===== config.mk =====
export PLATFORM = sky130hd
export DESIGN_NAME = sa9_fanin_arbiter
export DESIGN_NICKNAME = d
export VERILOG_FILES = /design/src/rtl/sa9_fanin_arbiter.sv
export SDC_FILE = /design/constraint.sdc
export NUM_CORES = 1
export LEC_CHECK = 0
export ABC_AREA = 1
export ABC_CLOCK_PERIOD_IN_PS = 16400
export BUFFER_PORTS_ARGS = -buffer_cell sky130_fd_sc_hd__buf_2
export CAP_MARGIN = 20
export CORE_MARGIN = 1.5
export CORE_UTILIZATION = 54
export DETAILED_ROUTE_END_ITERATION = 8
export PLACE_DENSITY = 0.83
export REMOVE_ABC_BUFFERS = 1
export SETUP_SLACK_MARGIN = 0.4
export SLEW_MARGIN = 5
export SYNTH_ARGS = -nofsm -noshare
export SYNTH_HDL_FRONTEND = slang
export SYNTH_SLANG_ARGS = --single-unit
export TNS_END_PERCENT = 5

===== constraint.sdc =====
create_clock -name clk -period 16.4 [get_ports clk]
set_clock_uncertainty 0.15 [all_clocks]
set_input_delay 3.28 -clock clk [delete_from_list [all_inputs] [get_ports clk]]
set_output_delay 3.28 -clock clk [all_outputs]
set_load 0.03 [all_outputs]

===== src/rtl/sa9_fanin_arbiter.sv =====
// sa9_fanin_arbiter: round-robin fan-in of NUM_CHILD child beat streams into
// one upstream stream tagged with the source child index. A 2-entry buffer
// sits between the arbiter and the upstream port, so child handshakes never
// depend on out_ready.
// Optional feature: define FANIN_LOCK_EN to lock the grant to one child from
// its first beat until its in_last beat (packet lock).
module sa9_fanin_arbiter #(
    parameter int NUM_CHILD = 5,
    parameter int DATA_W    = 32,
    parameter int ID_W      = 3
) (
    input  logic                        clk,
    input  logic                        rst_n,
    input  logic [NUM_CHILD-1:0]        in_valid,
    output logic [NUM_CHILD-1:0]        in_ready,
    input  logic [NUM_CHILD*DATA_W-1:0] in_data,
    input  logic [NUM_CHILD-1:0]        in_last,
    output logic                        out_valid,
    input  logic                        out_ready,
    output logic [DATA_W-1:0]           out_data,
    output logic                        out_last,
    output logic [ID_W-1:0]             out_id,
    output logic [15:0]                 beat_cnt
);

    typedef struct packed {
        logic [DATA_W-1:0] data;
        logic              last;
        logic [ID_W-1:0]   id;
    } beat_t;

    // head_q is the entry shown upstream; tail_q is the second slot.
    // head_q is not cleared on pop, so outputs hold their last value when empty.
    beat_t           head_q, tail_q, in_beat;
    logic [1:0]      count;
    logic [ID_W-1:0] ptr_q, gnt;
    logic            gnt_ok, space, push, pop;

`ifdef FANIN_LOCK_EN
    logic            lock_vld;
    logic [ID_W-1:0] lock_id;
`endif

    assign space = (count < 2'd2);
    // rst_n gates push so in_ready stays low while reset is held
    assign push  = gnt_ok && space && rst_n;
    assign pop   = out_valid && out_ready;

    // Grant: locked child if a packet is open, else first valid child after ptr
    always_comb begin
        int idx;
        gnt_ok = 1'b0;
        gnt    = ptr_q;
        idx    = 0;
`ifdef FANIN_LOCK_EN
        if (lock_vld) begin
            gnt    = lock_id;
            gnt_ok = in_valid[lock_id];
        end else begin
`endif
            for (int k = 1; k <= NUM_CHILD; k++) begin
                idx = (int'(ptr_q) + k) % NUM_CHILD;
                if (!gnt_ok && in_valid[idx]) begin
                    gnt_ok = 1'b1;
                    gnt    = ID_W'(idx);
                end
            end
`ifdef FANIN_LOCK_EN
        end
`endif
    end

    // One-hot ready to the granted child while the buffer has room
    always_comb begin
        in_ready = '0;
        if (push) in_ready[gnt] = 1'b1;
    end

    // Beat captured from the granted child
    always_comb begin
        in_beat.data = in_data[gnt*DATA_W +: DATA_W];
        in_beat.last = in_last[gnt];
        in_beat.id   = gnt;
    end

    // Buffer, round-robin pointer and upstream beat counter
    always_ff @(posedge clk or negedge rst_n) begin
        if (!rst_n) begin
            head_q   <= '0;
            tail_q   <= '0;
            count    <= 2'd0;
            ptr_q    <= ID_W'(NUM_CHILD - 1);
            beat_cnt <= 16'd0;
        end else begin
            case ({push, pop})
                2'b10: begin
                    if (count == 2'd0) head_q <= in_beat;
                    else               tail_q <= in_beat;
                    count <= count + 2'd1;
                end
                2'b01: begin
                    if (count == 2'd2) head_q <= tail_q;
                    count <= count - 2'd1;
                end
                2'b11: begin
                    // count stays; push implies count<2, so only count==1 here
                    head_q <= in_beat;
                end
                default: ;
            endcase
            if (pop)  beat_cnt <= beat_cnt + 16'd1;
            if (push) ptr_q    <= gnt;
        end
    end

`ifdef FANIN_LOCK_EN
    // Packet lock: open on a non-last beat, close on the last beat
    always_ff @(posedge clk or negedge rst_n) begin
        if (!rst_n) begin
            lock_vld <= 1'b0;
            lock_id  <= '0;
        end else if (push) begin
            lock_vld <= !in_beat.last;
            lock_id  <= gnt;
        end
    end
`endif

    assign out_valid = (count != 2'd0);
    assign out_data  = head_q.data;
    assign out_last  = head_q.last;
    assign out_id    = head_q.id;

endmodule

==> results.yml <==
logic_synthesis:
  synth_area_sq_um: 7780
  synth_area_per_cell_sq_um: 6.22
  yosysTopAreaCellShare_pct: 29.6
  synth_seq_area_share_pct: 29.9
  synth_seq_cells: 93
  ys.flop_type: "dfrtp_1"
  ys_top_cells_by_count: "515 x nand2_1, 167 x nand3_1, 122 x inv_1"
  yosys.area.top_type: "dfrtp_1"
  synthCells: 1251
  synthTopCellsByArea: "dfrtp_1 30%, nand2_1 25%, nand3_1 11%"
  synth-edff-count: 0
  synthArstFlopShare_pct: 100
  synth_cell_types: 32
  synth_most_common_cell: "nand2_1"
  yosysWarnings: 0
clock_network:
  root_buffer: "clkbuf_16"
  cts.sinks: 93
  clkSlewWorstSetupHoldPaths_ns: 0.07
  cts_hold_buf: 0
  h-tree-depth: 3
  post_cts_buffers: 0
  clockBufferDepth: 2
  cts_buffers: 9
  clock_latency_ns: 0.35
  post_cts_resized: 0
  cts_tree: "built"
worst_hold_path:
  worstHoldPathType: "reg -> reg"
  worstHoldPathCells: 2
  min_to: "out_data[26]"
  hp-start: "out_data[26]"
global_route:
  grt.total_usage_pct: 28.9
  grt_antenna_before_repair: 0
  grt_pass1_vias: 7523
  grt_max_degree: 71
  grt_pass1_wl_um: 35200
  grt_overflow: 0
sta:
  timing.fmax_ghz: 0.104
  min_period_over_period_pct: 58.5
  period_needed_ns: 9.59
  worstMarginPinSlew_ns: 0.814
  setup_viol: 0
  max_slew_margin_pct: 45.7
  rsz0062_at_grt: "no"
  tns_ns: 0
  slew_violations: 0
  hold_viol: 0
flow_run:
  drv_cap: 0
status:
  status: "finished, final reports clean"
critical_path:
  r2r_cells: 30
  r2r_start: "ptr_q[0]"
  startpoint_type: "input port"
  criticalPathCategory: "in -> out"
  r2r-end: "out_id[0]"
  worst_ep_required_time_ns: 12.97
  reg2reg_setup_slack_ns: 9.44
  critPathMaxFanout: 70
  end_kind: "primary output"
  crit_arrival_ns: 6.16
drt:
  drt-initial-drc-count: 576
  route.detailed.drc: 0
  drt-total-wl_um: 21800
  via_per_inst: 5.30
  avgRoutedWirePerCell_um: 13.4
  first_pass_iters: 8
  vias: 8606
  antenna_left: 0
final_layout:
  layout.nets: 1639
  area_delta_synth_final_pct: 18.0
  drive_above_1_share_pct: 20.7
place:
  gp_routability_congestion: 0.925
  port_buffers: 230
  hpwlAfterDp_um: 15600
floorplan:
  die_h_um: 123
  initial_core_util_pct: 55.7
  num_rows: 43
  ios: 231
  dieArea_sq_um: 15100
  die_x_um: 123
  coreArea_sq_um: 14000
## layout make-up
cell class,count,area [sq um]
tap,180,225
multi-input combinational,965,4620
clock inverter,3,26.3
fill,1338,4800
inverter,132,495
antenna,2,5.00
sequential,93,2330
clock buffer,13,270
timing repair buffer,237,1220
## state kept, by name, indices dropped and copies added, names as in the netlist
| name | count |
|---|---|
| count | 2 |
| tail_q | 36 |
| beat_cnt | 16 |
| out_last | 1 |
| out_id | 3 |
| out_data | 32 |
| ptr_q | 3 |
## placed cells by master, fill, tap and decap left out, types with 3 or more instances in the layout
master / Yosys / final
a21oi_1: 40 / 40
nand3b_1: 6 / 6
inv_2: 9 / 10
nand3_2: 8 / 8
xnor2_1: 7 / 7
buf_2: 21 / 229
clkbuf_8: 0 / 3
nand3_1: 167 / 167
nand2_1: 515 / 515
nor3_1: 4 / 4
buf_4: 15 / 7
o21ai_0: 14 / 14
dfrtp_1: 92 / 92
nand2_4: 6 / 6
nand2_2: 15 / 15
nor4_1: 3 / 3
ha_1: 28 / 28
inv_1: 122 / 121
xor2_1: 14 / 14
or2_2: 3 / 3
clkbuf_16: 0 / 9
nor2_1: 51 / 51
nand4_1: 38 / 38
o21ai_1: 40 / 40
## cells by family (layout without fill, tap and decap cells)
group                      count (synthesis)  count (layout)  synth area share [%]
and+or+nand+nor                          819             819                  46.1
buffers and inverters                    193             385                  10.8
AOI/OAI and AO/OA                         97              97                  6.35
DFF                                       93              93                  29.9
adders and majority gates                 28              28                  4.50
xor gates and xnor gates                  21              21                  2.36
other                                      0               2                     0
## worst max-delay path: stages
cell and delay [ns]:
buf_2 0.10, inv_1 0.12, nand2_1 0.06, o21ai_0 0.12, inv_1 0.07, nand3_1 0.10, nand3_2 0.10, nand2_4 0.10
nand2_4 0.08, inv_2 0.09, nand2_1 0.09, nand2_1 0.10, nand3_2 0.08, nand2_4 0.49, nand2_4 0.56, nand2_1 0.30
nor2_1 0.07, buf_2 0.17
## per-stage QoR
stage | hold WS, ns | setup slack [ns] | cell area, sq um | std cells | util [%]
2_1_floorplan | 0.298 | 7.08 | 7440 | 1190 | -
3_3_place_gp | 0.307 | 6.84 | 8870 | 1606 | 63.4
3_5_place_dp | 0.310 | 6.77 | 8870 | 1606 | 63.4
4_1_cts | 0.328 | 6.77 | 9160 | 1622 | 65.5
5_1_grt | 0.351 | 6.17 | 9180 | 1623 | 65.7
6_report | 0.328 | 6.81 | 9190 | 1625 | 65.7
## how the worst max path moves through the flow
stage,from,end
after detailed placement,in_valid[3],in_ready[2]
after floorplan,in_valid[3],in_ready[2]
after global routing,ptr_q[0],in_ready[2]
after global placement,in_valid[3],in_ready[2]
final,in_valid[3],in_ready[2]
after CTS,in_valid[3],in_ready[2]
## per-layer routing
metal	wire (um)	track usage [%]	part of all wire [%]
met5	0	0	0
met2	10400	47.1	48
met1	9860	40.0	45
met3	1190	3.92	5.5
met4	370	8.84	1.7
Power is not shown: default switching activity piles up to over one toggle a cycle in this logic, so the estimate is an artifact.
